<file path="src/rtl/bullet_pool_ctl_pkg.sv">
// Shared game constants and types for the bullet pool.
// Imported by the pool controller, its interface and the slot finder.
package bullet_pool_ctl_pkg;

  localparam int DEF_HOR_PIXELS    = 1024;
  localparam int DEF_VER_PIXELS    = 768;
  localparam int DEF_PLAYER_WIDTH  = 64;
  localparam int DEF_PLAYER_HEIGHT = 64;
  localparam int DEF_BULLET_WIDTH  = 16;
  localparam int DEF_BULLET_HEIGHT = 32;
  localparam int DEF_BULLET_SPEED  = 6;
  localparam int DEF_FIRE_COOLDOWN = 8;
  localparam int DEF_SLOTS         = 4;
  localparam int CD_W              = 8;

  typedef enum logic [1:0] {
    IDLE,
    UPDATE,
    SPAWN
  } bullet_fsm_t;

  function automatic int idx_w(int n);
    return (n > 1) ? $clog2(n) : 1;
  endfunction

endpackage

</file>
<file path="src/rtl/bullet_pool_ctl_if.sv">
// Control/status bundle between game logic and the bullet pool.
// master drives requests, slave is the pool controller.
interface bullet_pool_ctl_if
  import bullet_pool_ctl_pkg::*;
#(
  parameter int SLOTS = DEF_SLOTS
);

  localparam int IW = idx_w(SLOTS);

  logic              frame_tick;
  logic              fire;
  logic [11:0]       player_xpos;
  logic              hit_valid;
  logic [IW-1:0]     hit_slot;
  logic [SLOTS-1:0]  active;
  logic [SLOTS*12-1:0] bullet_x;
  logic [SLOTS*12-1:0] bullet_y;
  logic              fire_ack;
  logic              busy;

  modport master (
    output frame_tick, fire, player_xpos,
    output hit_valid, hit_slot,
    input  active, bullet_x, bullet_y,
    input  fire_ack, busy
  );

  modport slave (
    input  frame_tick, fire, player_xpos,
    input  hit_valid, hit_slot,
    output active, bullet_x, bullet_y,
    output fire_ack, busy
  );

endinterface

</file>
<file path="src/rtl/bullet_pool_ctl_free_slot_finder.sv">
// Lowest-index free slot over the active mask.
// Purely combinational priority encoder.
module free_slot_finder
  import bullet_pool_ctl_pkg::*;
#(
  parameter int SLOTS = DEF_SLOTS,
  parameter int IW    = idx_w(SLOTS)
)(
  input  logic [SLOTS-1:0] active,
  output logic [IW-1:0]    free_idx,
  output logic             any_free
);

  // scan high to low so the lowest free index is written last
  always_comb begin
    free_idx = '0;
    any_free = 1'b0;
    for (int i = SLOTS - 1; i >= 0; i--) begin
      if (!active[i]) begin
        free_idx = IW'(i);
        any_free = 1'b1;
      end
    end
  end

endmodule

</file>
<file path="src/rtl/bullet_pool_ctl.sv">
// Player projectile pool: per-frame step, retire, spawn.
// Hits from collision logic retire slots at any time.
module bullet_pool_ctl
  import bullet_pool_ctl_pkg::*;
#(
  parameter int SLOTS         = DEF_SLOTS,
  parameter int BULLET_WIDTH  = DEF_BULLET_WIDTH,
  parameter int BULLET_HEIGHT = DEF_BULLET_HEIGHT,
  parameter int PLAYER_WIDTH  = DEF_PLAYER_WIDTH,
  parameter int BULLET_SPEED  = DEF_BULLET_SPEED,
  parameter int START_Y       = DEF_VER_PIXELS
                                - DEF_PLAYER_HEIGHT
                                - BULLET_HEIGHT,
  parameter int FIRE_COOLDOWN = DEF_FIRE_COOLDOWN
)(
  input  logic clk,
  input  logic rst,
  bullet_pool_ctl_if.slave bus
);

  localparam int IW = idx_w(SLOTS);
  localparam logic [11:0] X_OFS =
    12'((PLAYER_WIDTH - BULLET_WIDTH) / 2);
  localparam logic [11:0] SPEED = 12'(BULLET_SPEED);
  localparam logic [11:0] Y0    = 12'(START_Y);
  localparam logic [CD_W-1:0] CD0 = CD_W'(FIRE_COOLDOWN);
  localparam logic [IW-1:0] LAST = IW'(SLOTS - 1);

  bullet_fsm_t state, state_n;

  logic [IW-1:0]          idx_q, idx_n;
  logic [SLOTS-1:0]       act_q, act_n;
  logic [SLOTS-1:0][11:0] x_q, x_n;
  logic [SLOTS-1:0][11:0] y_q, y_n;
  logic                   ack_q, ack_n;
  logic                   busy_q;
  logic                   pend_q, pend_n;
  logic                   prev_q;
  logic [CD_W-1:0]        cd_q, cd_n;
  logic [IW-1:0]          free_idx;
  logic                   any_free;
  logic                   rise;
  logic                   hit_ok;
  logic                   hit_here;

  assign rise   = bus.fire & ~prev_q;
  assign hit_ok = bus.hit_valid
                  && (32'(bus.hit_slot) < SLOTS);

  free_slot_finder #(.SLOTS(SLOTS)) u_find (
    .active   (act_q),
    .free_idx (free_idx),
    .any_free (any_free)
  );

  // state register
  always_ff @(posedge clk or negedge rst) begin
    if (!rst) state <= IDLE;
    else      state <= state_n;
  end

  // sequence: idle -> one cycle per slot -> spawn
  always_comb begin
    state_n = state;
    unique case (state)
      IDLE:    if (bus.frame_tick) state_n = UPDATE;
      UPDATE:  if (idx_q == LAST) state_n = SPAWN;
      SPAWN:   state_n = IDLE;
      default: state_n = IDLE;
    endcase
  end

  // next pool contents; hit beats step, spawn beats hit
  always_comb begin
    idx_n    = '0;
    act_n    = act_q;
    x_n      = x_q;
    y_n      = y_q;
    ack_n    = 1'b0;
    pend_n   = pend_q | rise;
    cd_n     = cd_q;
    hit_here = hit_ok && (bus.hit_slot == idx_q);
    if (state == UPDATE) begin
      if (idx_q != LAST) idx_n = idx_q + IW'(1);
      if (act_q[idx_q] && !hit_here) begin
        if (y_q[idx_q] < SPEED) act_n[idx_q] = 1'b0;
        else y_n[idx_q] = y_q[idx_q] - SPEED;
      end
    end
    if (hit_ok) act_n[bus.hit_slot] = 1'b0;
    if (state == SPAWN) begin
      if (cd_q != '0) begin
        cd_n = cd_q - CD_W'(1);
      end else if (pend_q && any_free) begin
        act_n[free_idx] = 1'b1;
        x_n[free_idx]   = bus.player_xpos + X_OFS;
        y_n[free_idx]   = Y0;
        ack_n           = 1'b1;
        pend_n          = rise;
        cd_n            = CD0;
      end
    end
  end

  // registered pool state and outputs
  always_ff @(posedge clk or negedge rst) begin
    if (!rst) begin
      idx_q  <= '0;
      act_q  <= '0;
      x_q    <= '0;
      y_q    <= '0;
      ack_q  <= 1'b0;
      busy_q <= 1'b0;
      pend_q <= 1'b0;
      prev_q <= 1'b0;
      cd_q   <= '0;
    end else begin
      idx_q  <= idx_n;
      act_q  <= act_n;
      x_q    <= x_n;
      y_q    <= y_n;
      ack_q  <= ack_n;
      busy_q <= (state_n != IDLE);
      pend_q <= pend_n;
      prev_q <= bus.fire;
      cd_q   <= cd_n;
    end
  end

  assign bus.active   = act_q;
  assign bus.bullet_x = x_q;
  assign bus.bullet_y = y_q;
  assign bus.fire_ack = ack_q;
  assign bus.busy     = busy_q;

endmodule

</file>
<file path="src/flat_wrapper.sv">
// flat-port wrapper written by rule: the top's interface ports become plain ports
module bullet_pool_ctl_flat import bullet_pool_ctl_pkg::*;
#(
  parameter int SLOTS         = DEF_SLOTS,
  parameter int BULLET_WIDTH  = DEF_BULLET_WIDTH,
  parameter int BULLET_HEIGHT = DEF_BULLET_HEIGHT,
  parameter int PLAYER_WIDTH  = DEF_PLAYER_WIDTH,
  parameter int BULLET_SPEED  = DEF_BULLET_SPEED,
  parameter int START_Y       = DEF_VER_PIXELS
                                - DEF_PLAYER_HEIGHT
                                - BULLET_HEIGHT,
  parameter int FIRE_COOLDOWN = DEF_FIRE_COOLDOWN
)
  (clk, rst, bus_frame_tick, bus_fire, bus_player_xpos, bus_hit_valid, bus_hit_slot, bus_active, bus_bullet_x, bus_bullet_y, bus_fire_ack, bus_busy);
  bullet_pool_ctl_if #(.SLOTS(SLOTS)) bus_i ();
  input  logic clk;
  input  logic rst;
  input wire logic [$bits(bus_i.frame_tick)-1:0] bus_frame_tick;
  input wire logic [$bits(bus_i.fire)-1:0] bus_fire;
  input wire logic [$bits(bus_i.player_xpos)-1:0] bus_player_xpos;
  input wire logic [$bits(bus_i.hit_valid)-1:0] bus_hit_valid;
  input wire logic [$bits(bus_i.hit_slot)-1:0] bus_hit_slot;
  output wire logic [$bits(bus_i.active)-1:0] bus_active;
  output wire logic [$bits(bus_i.bullet_x)-1:0] bus_bullet_x;
  output wire logic [$bits(bus_i.bullet_y)-1:0] bus_bullet_y;
  output wire logic [$bits(bus_i.fire_ack)-1:0] bus_fire_ack;
  output wire logic [$bits(bus_i.busy)-1:0] bus_busy;
  assign bus_i.frame_tick = bus_frame_tick;
  assign bus_i.fire = bus_fire;
  assign bus_i.player_xpos = bus_player_xpos;
  assign bus_i.hit_valid = bus_hit_valid;
  assign bus_i.hit_slot = bus_hit_slot;
  assign bus_active = bus_i.active;
  assign bus_bullet_x = bus_i.bullet_x;
  assign bus_bullet_y = bus_i.bullet_y;
  assign bus_fire_ack = bus_i.fire_ack;
  assign bus_busy = bus_i.busy;
  bullet_pool_ctl #(.SLOTS(SLOTS), .BULLET_WIDTH(BULLET_WIDTH), .BULLET_HEIGHT(BULLET_HEIGHT), .PLAYER_WIDTH(PLAYER_WIDTH), .BULLET_SPEED(BULLET_SPEED), .START_Y(START_Y), .FIRE_COOLDOWN(FIRE_COOLDOWN)) u_core (.clk(clk), .rst(rst), .bus(bus_i));
endmodule
</file>
<file path="config.mk">
export PLATFORM = sky130hd
export DESIGN_NAME = bullet_pool_ctl_flat
export DESIGN_NICKNAME = d
export VERILOG_FILES = /design/src/rtl/bullet_pool_ctl_pkg.sv /design/src/rtl/bullet_pool_ctl_if.sv /design/src/rtl/bullet_pool_ctl_free_slot_finder.sv /design/src/rtl/bullet_pool_ctl.sv /design/src/flat_wrapper.sv
export SDC_FILE = /design/constraint.sdc
export NUM_CORES = 1
export LEC_CHECK = 0
export ABC_AREA = 1
export BUFFER_PORTS_ARGS = -buffer_cell sky130_fd_sc_hd__buf_2
export CORE_UTILIZATION = 50
export DETAILED_ROUTE_END_ITERATION = 10
export PLACE_DENSITY_LB_ADDON = 0.3
export REMOVE_ABC_BUFFERS = 1
export SYNTH_ARGS = -nofsm -noshare
export SYNTH_HDL_FRONTEND = slang
export SYNTH_SLANG_ARGS = --single-unit
</file>
<file path="constraint.sdc">
create_clock -name clk -period 2 [get_ports clk]
set_input_delay 0.1 -clock clk [delete_from_list [all_inputs] [get_ports clk]]
set_output_delay 0.1 -clock clk [all_outputs]
set_load 0.01 [all_outputs]
</file>
**After elaboration in Yosys (flattened, before gate mapping)**

Cells that the tools add are included.

- Bitwise gates (word level): 12
- $lt $le $gt $ge: 7
- Reductions and logical operators: 13
- Muxes and demuxes: 50
- Add/subtract/negate cells: 4
- Equality and inequality tests: 5

Operators by type and width:

| kind | number |
|---|---|
| two-way mux 48 bit | 6 |
| bitwise mux 48 bit | 2 |
| demux 12 bit (select 2 bit) | 2 |
| bitwise AND 36 bit | 1 |
| two-way mux 12 bit | 3 |
| inverter 36 bit | 1 |
| two-way mux 4 bit | 7 |
| binary-select mux 12 bit (select 2 bit) | 1 |
| two-way mux 2 bit | 8 |
| two-way mux 8 bit | 2 |
| two-way mux 1 bit | 14 |
| adder 12 x 5 -> 12 bit (second input constant) | 1 |
| < comparator 12 x 3 -> 1 bit (second input constant) | 1 |
| OR 12 bit | 1 |
| subtractor 12 x 3 -> 12 bit (second input constant) | 1 |
| < comparator 2 x 3 -> 1 bit (second input constant) | 3 |
| bitwise AND 4 bit | 2 |
| inverter 4 bit | 2 |
| nonzero test 8 bit | 1 |
| subtractor 8 x 1 -> 8 bit (second input constant) | 1 |
| demux 1 bit (select 2 bit) | 3 |
| greater-or-equal comparator 2 x 1 -> 1 bit (second input constant) | 3 |
| logical AND 1 bit | 6 |
| == test 2 bit (second input constant) | 2 |
| other kinds (15) | 17 |

- Output and inout port bits: 102
- Input port bits: 19
- Word-level logic and storage cells: 107
- Bits in registers: 116

**Longest topological paths before layout**

Gate-level depths: netlist (run 1).

- Word-level depth: 15
- Depth in mapped cells: 14
- Mapped depth without buffers: 14

**By module**

From an unflattened synthesis (run 1), not the netlist that was laid out.

- Cells, all modules: 732
- Area, all modules: 5790.6 um2

Modules (own cells, without submodules):

| module | sequential area each (um2) | cells each | area an instance (um2) | times used |
|---|---|---|---|---|
| bullet_pool_ctl | 2902.8 | 723 | 5754.3 | 1 |
| free_slot_finder | 0.0 | 9 | 36.3 | 1 |

**Least setup slack after synthesis (run 1)**

OpenSTA, ideal clock, no wires.

- Kind: flip-flop to flip-flop
- Start: reg u_core.cd_q[0]
- End: reg u_core.x_q (netlist bit u_core.bus.bullet_x[29])
- Period minus slack after synthesis: 1.884 ns
- Setup slack: 0.116 ns
- Arrival: 1.752 ns
- Setup time: 0.132 ns
- Stages on the path, launching flop included: 11
- Path buffers: 1
- Data required time: 1.868 ns
- Cell sequence: dfrtp_1 inv_1 ha_1 nand2_1 nor2_2 nand3_1 nor2_4 nand3_1 clkbuf_1 nand2_1 o21ai_0

- Cells in the longest elaborated chain, start to end: 3

RTL lines:

| element | RTL line | text |
|---|---|---|
| start: declaration | bullet_pool_ctl.sv:39 | `logic [CD_W-1:0] cd_q, cd_n;` |
| start signal: assignment | bullet_pool_ctl.sv:126 | `cd_q <= cd_n;` |
| nonzero test 8 bit | bullet_pool_ctl.sv:92 | `if (cd_q != '0) begin` |
| inverter 1 bit (no line) | n/a |  |
| AND reduction 3 bit (no line) | n/a |  |
| end signal: assignment | bullet_pool_ctl.sv:120 | `x_q <= x_n;` |
| end: declaration | bullet_pool_ctl.sv:33 | `logic [SLOTS-1:0][11:0] x_q, x_n;` |

No other way between the ends.
A chain may end at the register's enable or synchronous reset.

==> results.toml, run 1 <==
[yosys]
synth_top_area_share_pct = 50.5
yosys_warnings = 0
syn_inst = 746
synth_top_area_cell = "dfrtp_1"
synth.area.top_cells = "dfrtp_1, nand2_1, nor2_1"
synth_seq_cells = 116
avgSynthCellArea_um2 = 7.71
synth_cell_types = 32
synth_area_um2 = 5750
synth-seq-area-share_pct = 50.5

[clocking]
clk_pin_slew_ps = 50
root_buffer = "clkbuf_16"
clk_path_buf_depth = 2
cts_tree = "yes"
clock_latency_ps = 420
cts-buffers-inserted = 17
clock-sinks = 116
h-tree-depth = 4

[hold_path]
hold_class = "input pin to flip-flop"

[cells_and_area]
n_antenna_cell = 0
syn_to_final_growth_pct = 35.4
fin_cells = 1077
final_core_util_pct = 70.6
final_nets = 950
final_layout_size_suffix_gt1_share_pct = 28.2

[floorplan]
initial_core_util_pct = 52.1
ioPinCount = 121
die_h_um = 109
fp-row-count = 38
dieArea_um2 = 11900
core_um2 = 11000
die_w_um = 109

[detailed_routing]
drtAntennaViolNets = 0
drc_errors = 0
vias = 5863
totalWireLength_um = 17600
wl_per_cell_um = 16.3
vias_per_cell = 5.44
drt_pre_antenna_iters = 6
first_iter_violations = 566

[grt]
met3_usage_pct = 8.25
grt_max_degree = 55
grt_use_met1_pct = 38.7
grt_use_total_pct = 30.3
gr-usage-met2_pct = 48.2
antenna_found_initial = 0
grt_pass1_vias = 5644
grt_overflow = 0
grt.busiest_layer = "met2"
grt_first_pass_wirelength_um = 27200

[run_status]
status = "finished, violations left"
violations = "setup timing"

[timing]
relSlewSlack_pct = 72.3
period_share_pct = 102
tightest_slew_ps = 413
rsz0062_at_grt = "true"
finalClockSkew_ps = 6.83
maxSlewViolCount = 0
fin_ws_ps = -36.8
fmax_mhz = 491
hold_viol = 0
setup_viol = 5
holdWs_ps = 35.7
finalCriticalPeriod_ps = 2040

[placement]
placed_cells_incl_taps = 1029
globalplace.congestion = 0.963
port_buffers = 120
dp_hpwl_um = 12000

[pwr]
p_leak_nw = 4.12
p_total_mw = 13.4
ir_worst_vdd_mv = 1.14
powerDensity_nw_per_um2 = 1720

[setup_path]
cp.arrival_ps = 2330
cp-end-kind = "flip-flop"
critPathMaxFanout = 11
critPathLaunchType = "flip-flop"
crit_required_ps = 2290
crit_type = "flip-flop to flip-flop"

[job]
cap_viol_max_count = 0
## cell usage in the layout (no fill, tap or decap), types with 2 or more instances in the layout
cell / n
clkinvlp_4: 3
bufinv_16: 3
a22oi_1: 2
nand2_1: 211
buf_4: 39
inv_2: 8
nor2_1: 90
o22ai_1: 2
nand3_2: 4
buf_12: 8
a21oi_1: 5
buf_6: 9
o21ai_1: 21
o21ai_0: 54
inv_1: 66
xor2_1: 7
nand2_2: 17
ha_1: 5
clkinv_2: 7
ha_2: 2
clkbuf_16: 19
nand4_1: 11
nand2_4: 6
clkinv_4: 2
nand3b_1: 2
nor2_4: 4
nor2_2: 9
nand3_1: 62
dfrtp_1: 115
buf_2: 119
dlygate4sd3_1: 7
xnor2_1: 5
## flip-flops by register name (all words and copies together), names as in the netlist
register	count
u_core.bus.bullet_x	48
u_core.bus.bullet_y	48
u_core.cd_q	8
u_core.bus.active	4
u_core.idx_q	2
u_core.state	2
u_core.bus.busy	1
u_core.bus.fire_ack	1
u_core.pend_q	1
u_core.prev_q	1
## timing repair
action / 4_1_cts / 5_1_grt
setup endpoints to repair: 28 / 101
resized for setup: 3 / 53
hold buffers: 7 / 0
buffers inserted: 0 / 7
pin swaps: 1 / 9
cloned: 0 / 2
endpoints found under the hold margin: 130 / 0
## worst max-delay path: stages (launching register included)
cell and delay (ps):
dfrtp_2 440, inv_6 80, buf_4 160, nand2_1 60
nand3_1 90, nand2_2 130, nand2_4 80, nor2_4 140
nand3_4 210, nand2_4 150, inv_2 110, nand2_1 130
nand3_1 90
## logic make-up after synthesis
logic type | count (synthesis) | share of synthesized area (%)
simple gates | 421 | 30.7
flops | 116 | 50.5
buf+inv | 101 | 7.40
compound gates | 89 | 8.05
xor+xnor | 12 | 1.83
fa+ha+maj | 7 | 1.52
## layout make-up
class / count / area [um2]
Clock buffer: 17 / 425
Tap cell: 140 / 175
Sequential cell: 116 / 2900
Fill cell: 865 / 3250
Timing Repair Buffer: 184 / 1270
Multi-Input combinational cell: 529 / 2550
Inverter: 76 / 293
Clock inverter: 15 / 165
## path summary, 6_finish.rpt
kind                                            to  slack [ps]                start  cells past startpoint
max                         u_core.bus.bullet_y[7]         -40      u_core.idx_q[0]                     12
min                        u_core.bus.bullet_x[22]          40  bus_player_xpos[10]                      3
max reg2reg                 u_core.bus.bullet_y[7]         -40      u_core.idx_q[0]                     12
min reg2reg                          u_core.pend_q         420        u_core.prev_q                      1
max in group asynchronous  u_core.bus.bullet_y[35]        1250                  rst                      3
min in group asynchronous           u_core.cd_q[1]         130                  rst                      2
## synthesized netlist by cell type (all sizes together)
cell type and number:
o211ai 1, o21ai 75, dfrtp 116, o21a 1
nor4 1, a22oi 2, xnor2 5, nand4 11
ha 7, nand2 234, nor3 1, a21boi 1
nand3b 2, and2 1, clkbuf 11, and3 1
nor2 103, o22ai 2, a21oi 6, nand3 67
o31ai 1, inv 76, xor2 7, buf 14
## through the flow
stage | area, um2 | TNS (ps) | worst slack [ps]
CTS | 7520 | 0 | 4.10
detailed placement | 6850 | -106 | -25.0
floorplan | 5610 | -21570 | -422
finish | 7780 | -61.4 | -36.8
global route | 7780 | -3320 | -105
global placement | 6850 | 0 | 47.1
## per-layer routing
metal / routed length, um / vias up
li1: - / 2727
met1: 7110 / 2710
met2: 8250 / 368
met3: 1720 / 58
met4: 482 / 0
met5: 0 / -
## power breakdown
group | internal (mW) | switching, mW
sequential | 3.16 | 0.744
clock | 1.94 | 1.08
combinational | 2.55 | 3.89
Note: power is estimated with default switching activity, not from simulation.
==> run 2: changes to the inputs <==
--- a/config.mk
+++ b/config.mk
@@ -7,7 +7,10 @@
 export LEC_CHECK = 0
 export ABC_AREA = 1
 export BUFFER_PORTS_ARGS = -buffer_cell sky130_fd_sc_hd__buf_2
-export CORE_UTILIZATION = 50
+export CELL_PAD_IN_SITES_DETAIL_PLACEMENT = 0
+export CELL_PAD_IN_SITES_GLOBAL_PLACEMENT = 1
+export CORE_UTILIZATION = 36
+export CTS_CLUSTER_SIZE = 40
 export DETAILED_ROUTE_END_ITERATION = 10
 export PLACE_DENSITY_LB_ADDON = 0.3
 export REMOVE_ABC_BUFFERS = 1
==> run 2 against run 1 <==
The run now ends clean. Global-route usage fell by 7.8 points. Maximum frequency rose by 3.7%. Critical path depth increased by 3. Core utilization decreased by 18 points. Count of clock-buffer cells in the layout grew 5. Worst setup slack gained 73 ps. Clock power up 3%. First-iteration DRC count shrank 39%. Sequential cell count stayed put. Combinational power is 3.9% higher. Via count shrank 5.7%.
==> results.toml, run 2 (synthesized netlist as in run 1, its figures left out) <==
[run_status]
status = "completed"

[setup_path]
crit_type = "flip-flop to flip-flop"
critPathLaunchType = "flip-flop"
crit_required_ps = 2310
critPathMaxFanout = 8
cp-end-kind = "flip-flop"
cp.arrival_ps = 2280

[placement]
globalplace.congestion = 0.845
port_buffers = 120
dp_hpwl_um = 12600
pre_cts_slack_ps = -5.53

[clocking]
clk_path_buf_depth = 2
h-tree-depth = 4
clock-sinks = 116
root_buffer = "clkbuf_16"
clk_pin_slew_ps = 60
cts-buffers-inserted = 17
cts_tree = "yes"
clock_latency_ps = 420

[job]
cap_viol_max_count = 0

[detailed_routing]
vias_per_cell = 4.80
first_iter_violations = 344
drt_pre_antenna_iters = 5
totalWireLength_um = 18100
drtAntennaViolNets = 0
drc_errors = 0
wl_per_cell_um = 15.7
vias = 5529

[timing]
tightest_slew_ps = 646
fmax_mhz = 509
setup_viol = 0
period_share_pct = 98.2
fin_ws_ps = 35.8
holdWs_ps = 47.5
rsz0062_at_grt = "true"
relSlewSlack_pct = 56.4
maxSlewViolCount = 0
finalClockSkew_ps = 9.57
hold_viol = 0
finalCriticalPeriod_ps = 1960

[pwr]
ir_worst_vdd_mv = 0.672
p_leak_nw = 4.16
powerDensity_nw_per_um2 = 1700

[floorplan]
fp-row-count = 45
core_um2 = 15400
initial_core_util_pct = 37.4
die_h_um = 128
dieArea_um2 = 16500
ioPinCount = 121
die_w_um = 128

[cells_and_area]
layout_common_cells = "nand2_1, buf_2, dfrtp_1, nor2_1, inv_1"
final_common_cell = "nand2_1"
nFillCells = 1528
final_nets = 955
n_antenna_cell = 0
syn_to_final_growth_pct = 39.8
final_layout_size_suffix_gt1_share_pct = 30.7

[grt]
grt_first_pass_wirelength_um = 27800
grt_overflow = 0
grt_max_degree = 41
antenna_found_initial = 0
grt_use_total_pct = 22.5
grt_pass1_vias = 5059

[hold_path]
hold_class = "input pin to flip-flop"
## run 2: changes by cell type in the layout (fill, tap and decap cells not counted), sizes merged
| cell | before | now |
|---|---|---|
| clkbuf | 19 | 24 |
| clkinvlp | 3 | 2 |
| inv | 76 | 74 |
| buf | 175 | 180 |
| clkinv | 9 | 7 |
## run 2: path summary, 6_finish.rpt
check                                     endpoint  cells past startpoint  slack, ps                 from
setup / recovery           u_core.bus.bullet_y[46]                     15         40      u_core.idx_q[0]
hold / removal             u_core.bus.bullet_x[11]                      4         50  bus_player_xpos[11]
setup reg to reg           u_core.bus.bullet_y[46]                     15         40      u_core.idx_q[0]
hold reg to reg                      u_core.pend_q                      1        430        u_core.prev_q
max in group asynchronous           u_core.cd_q[5]                      3       1190                  rst
min in group asynchronous   u_core.bus.bullet_x[9]                      2        190                  rst
## run 2: critical path, stage by stage, from the launching register on
cell	delay [ps]
dfrtp_2	420
clkinv_4	110
buf_12	150
nand2_4	50
nand2_2	60
nand2_2	80
nand2_2	70
nand2_2	80
nand2_2	70
inv_2	80
nand3_4	200
nand2_4	200
buf_12	140
nand2_2	50
nand2_1	50
nor2_1	40
## run 2: metrics by stage
step	area, um2	power (mW)	TNS, ps	utilization [%]	std cells
after detailed placement	6990	9.76	-11.7	45.5	1105
after global placement	6990	9.72	-5.65	45.5	1105
after floorplan	5610	7.05	-21570	-	721
after CTS	7660	12.9	0	49.8	1144
after global routing	8040	14.6	-619	52.3	1153
final	8040	13.6	0	52.3	1153
## run 2: final cells by class
class	instances	area, um2	share of cell area (%)
inverter	76	305	3.80
tap	211	264	3.29
timing repair buffer	189	1320	16.4
clock inverter	10	130	1.62
clock buffer	22	464	5.78
multi-input combinational	529	2650	33.0
sequential	116	2900	36.1
## run 2: power by group
| group | internal (mW) | switching (mW) |
|---|---|---|
| sequential | 3.16 | 0.686 |
| clock | 2.01 | 1.09 |
| combinational | 2.76 | 3.93 |
| total | 7.94 | 5.70 |
## run 2: what timing repair did
action,4_1_cts,5_1_grt
hold endpoints to repair,46,0
resized for setup,2,83
buffers inserted,0,7
setup endpoints to repair,3,88
hold buffers,7,0
pin swaps,0,18
cloned,0,2
## run 2: layer usage
metal | vias to the layer above | track usage, % | wire length [um]
met2 | 168 | 33.9 | 8230
met3 | 20 | 6.53 | 1410
li1 | 2727 | - | -
met1 | 2614 | 30.9 | 8210
met5 | - | 0 | 0
met4 | 0 | 7.89 | 268
==> run 3: changes to the inputs <==
--- a/config.mk
+++ b/config.mk
@@ -12,6 +12,7 @@
 export CORE_UTILIZATION = 36
 export CTS_CLUSTER_SIZE = 40
 export DETAILED_ROUTE_END_ITERATION = 10
+export HOLD_SLACK_MARGIN = 0.08
 export PLACE_DENSITY_LB_ADDON = 0.3
 export REMOVE_ABC_BUFFERS = 1
 export SYNTH_ARGS = -nofsm -noshare
==> run 3 against run 2 <==
Clock skew is 0.53 ps higher. Die area unchanged. Cell area is 1.0% higher. Total power about the same. Maximum frequency up 0.18%. Register-to-register slack is essentially flat. Core utilization up 0.52 points. Sequential share of layout area fell by 0.36 points. Via count increased by 0.38%. Sequential cell count stayed put.
==> results.toml, run 3 (synthesized netlist as in run 1, its figures left out) <==
[cells_and_area]
n_antenna_cell = 0
multi_input_area_um2 = 2650
nFillCells = 1529
final_nets = 963
layout_common_cells = "nand2_1, buf_2, dfrtp_1, nor2_1, inv_1"
final_common_cell = "nand2_1"
syn_to_final_growth_pct = 41.2
final_layout_size_suffix_gt1_share_pct = 30.4
seq_area_um2 = 2900

[timing]
fin_ws_ps = 39.3
rsz0062_at_grt = "true"
hold_viol = 0
maxSlewViolCount = 0
tightest_slew_ps = 644
finalClockSkew_ps = 10.1
fmax_mhz = 510
finalCriticalPeriod_ps = 1960
setup_viol = 0
relSlewSlack_pct = 56.6
holdWs_ps = 81.6
period_share_pct = 98.0

[hold_path]
hold_class = "input pin to flip-flop"

[setup_path]
cp.arrival_ps = 2270
critPathLaunchType = "flip-flop"
crit_required_ps = 2310
cp-end-kind = "flip-flop"
rrSetupSlack_ps = 40
critPathMaxFanout = 8
crit_type = "flip-flop to flip-flop"

[floorplan]
fp-row-count = 45
initial_core_util_pct = 37.4
die_w_um = 128
dieArea_um2 = 16500
ioPinCount = 121
core_um2 = 15400
die_h_um = 128

[clocking]
root_buffer = "clkbuf_16"
clk_pin_slew_ps = 60
clock_latency_ps = 420
cts_tree = "yes"
h-tree-depth = 4
cts-buffers-inserted = 17
clock-sinks = 116
clk_path_buf_depth = 2

[placement]
port_buffers = 120
dp_hpwl_um = 12600
pre_cts_slack_ps = -5.53
globalplace.congestion = 0.845

[detailed_routing]
vias = 5550
first_iter_violations = 367
totalWireLength_um = 18100
drt_pre_antenna_iters = 5
vias_per_cell = 4.78
drc_errors = 0
drtAntennaViolNets = 0
wl_per_cell_um = 15.6

[pwr]
p_total_mw = 13.6
powerDensity_nw_per_um2 = 1680
power_frac_clock_pct = 22.7
p_leak_nw = 4.20
swShare_pct = 41.7
ir_worst_vdd_mv = 0.671
pwr-share-seq_pct = 28.2
p_int_mw = 7.95
comb_power_share_pct = 49.1
power.switching_mw = 5.69

[grt]
antenna_found_initial = 0
grt_max_degree = 41
grt_first_pass_wirelength_um = 27800
grt_use_total_pct = 22.5
grt_overflow = 0
grt_pass1_vias = 5062

[run_status]
status = "completed"

[job]
cap_viol_max_count = 0
==> run 3: cell types whose count changed in the layout (fill, tap and decap cells not counted) <==
cell / previous run / this run
dlygate4sd3_1: 7 / 15
==> run 3: worst paths after layout <==
path | start | endpoint | cells past startpoint
max | u_core.idx_q[0] | u_core.bus.bullet_y[46] | 15
min | bus_hit_slot[1] | u_core.bus.active[2] | 4
max reg2reg | u_core.idx_q[0] | u_core.bus.bullet_y[46] | 15
min reg2reg | u_core.prev_q | u_core.pend_q | 1
max in group asynchronous | rst | u_core.cd_q[5] | 3
min in group asynchronous | rst | u_core.bus.bullet_x[9] | 2
==> run 3: cell type report <==
class,instances,share of cell area (%)
flip-flops and latches,116,35.8
multi-input cells,529,32.7
repair buffers,197,17.2
clock buffers,22,5.72
inverters,76,3.76
well taps,211,3.25
clock inverters,10,1.60
==> run 3: repair_timing <==
action,CTS,global route
pin swaps,0,18
resized for setup,2,83
buffers inserted,0,7
hold endpoints to repair,97,0
endpoints found under the setup margin,3,88
gates cloned,0,2
hold buffers,15,0
==> run 3: through the flow <==
stage	setup TNS (ps)	utilization, %	std cells	area, um2
6_report	0	52.8	1161	8120
4_1_cts	0	50.3	1152	7740
5_1_grt	-617	52.8	1161	8120
3_5_place_dp	-11.7	45.5	1105	6990
3_3_place_gp	-5.65	45.5	1105	6990
2_1_floorplan	-21570	-	721	5610
==> run 3: power by group through the flow <==
stage / Clock [mW] / Sequential [mW] / Combinational, mW
after floorplan: 0 / 4.11 / 2.94
after global placement: 0 / 3.85 / 5.87
after detailed placement: 0 / 3.84 / 5.91
after CTS: 3.14 / 3.82 / 5.98
after global routing: 3.26 / 3.95 / 7.40
final: 3.09 / 3.85 / 6.69
==> run 3: critical path: stages (launching register included) <==
cell and delay [ps]:
dfrtp_2 410, clkinv_4 110, buf_12 150, nand2_4 50
nand2_2 60, nand2_2 80, nand2_2 70, nand2_2 80
nand2_2 70, inv_2 80, nand3_4 200, nand2_4 200
buf_12 140, nand2_2 50, nand2_1 50, nor2_1 40
==> run 3: layer usage <==
metal	wire length [um]	track usage (%)
met1	8280	30.8
met2	8210	34.0
met3	1370	6.49
met4	242	7.89
met5	0	0
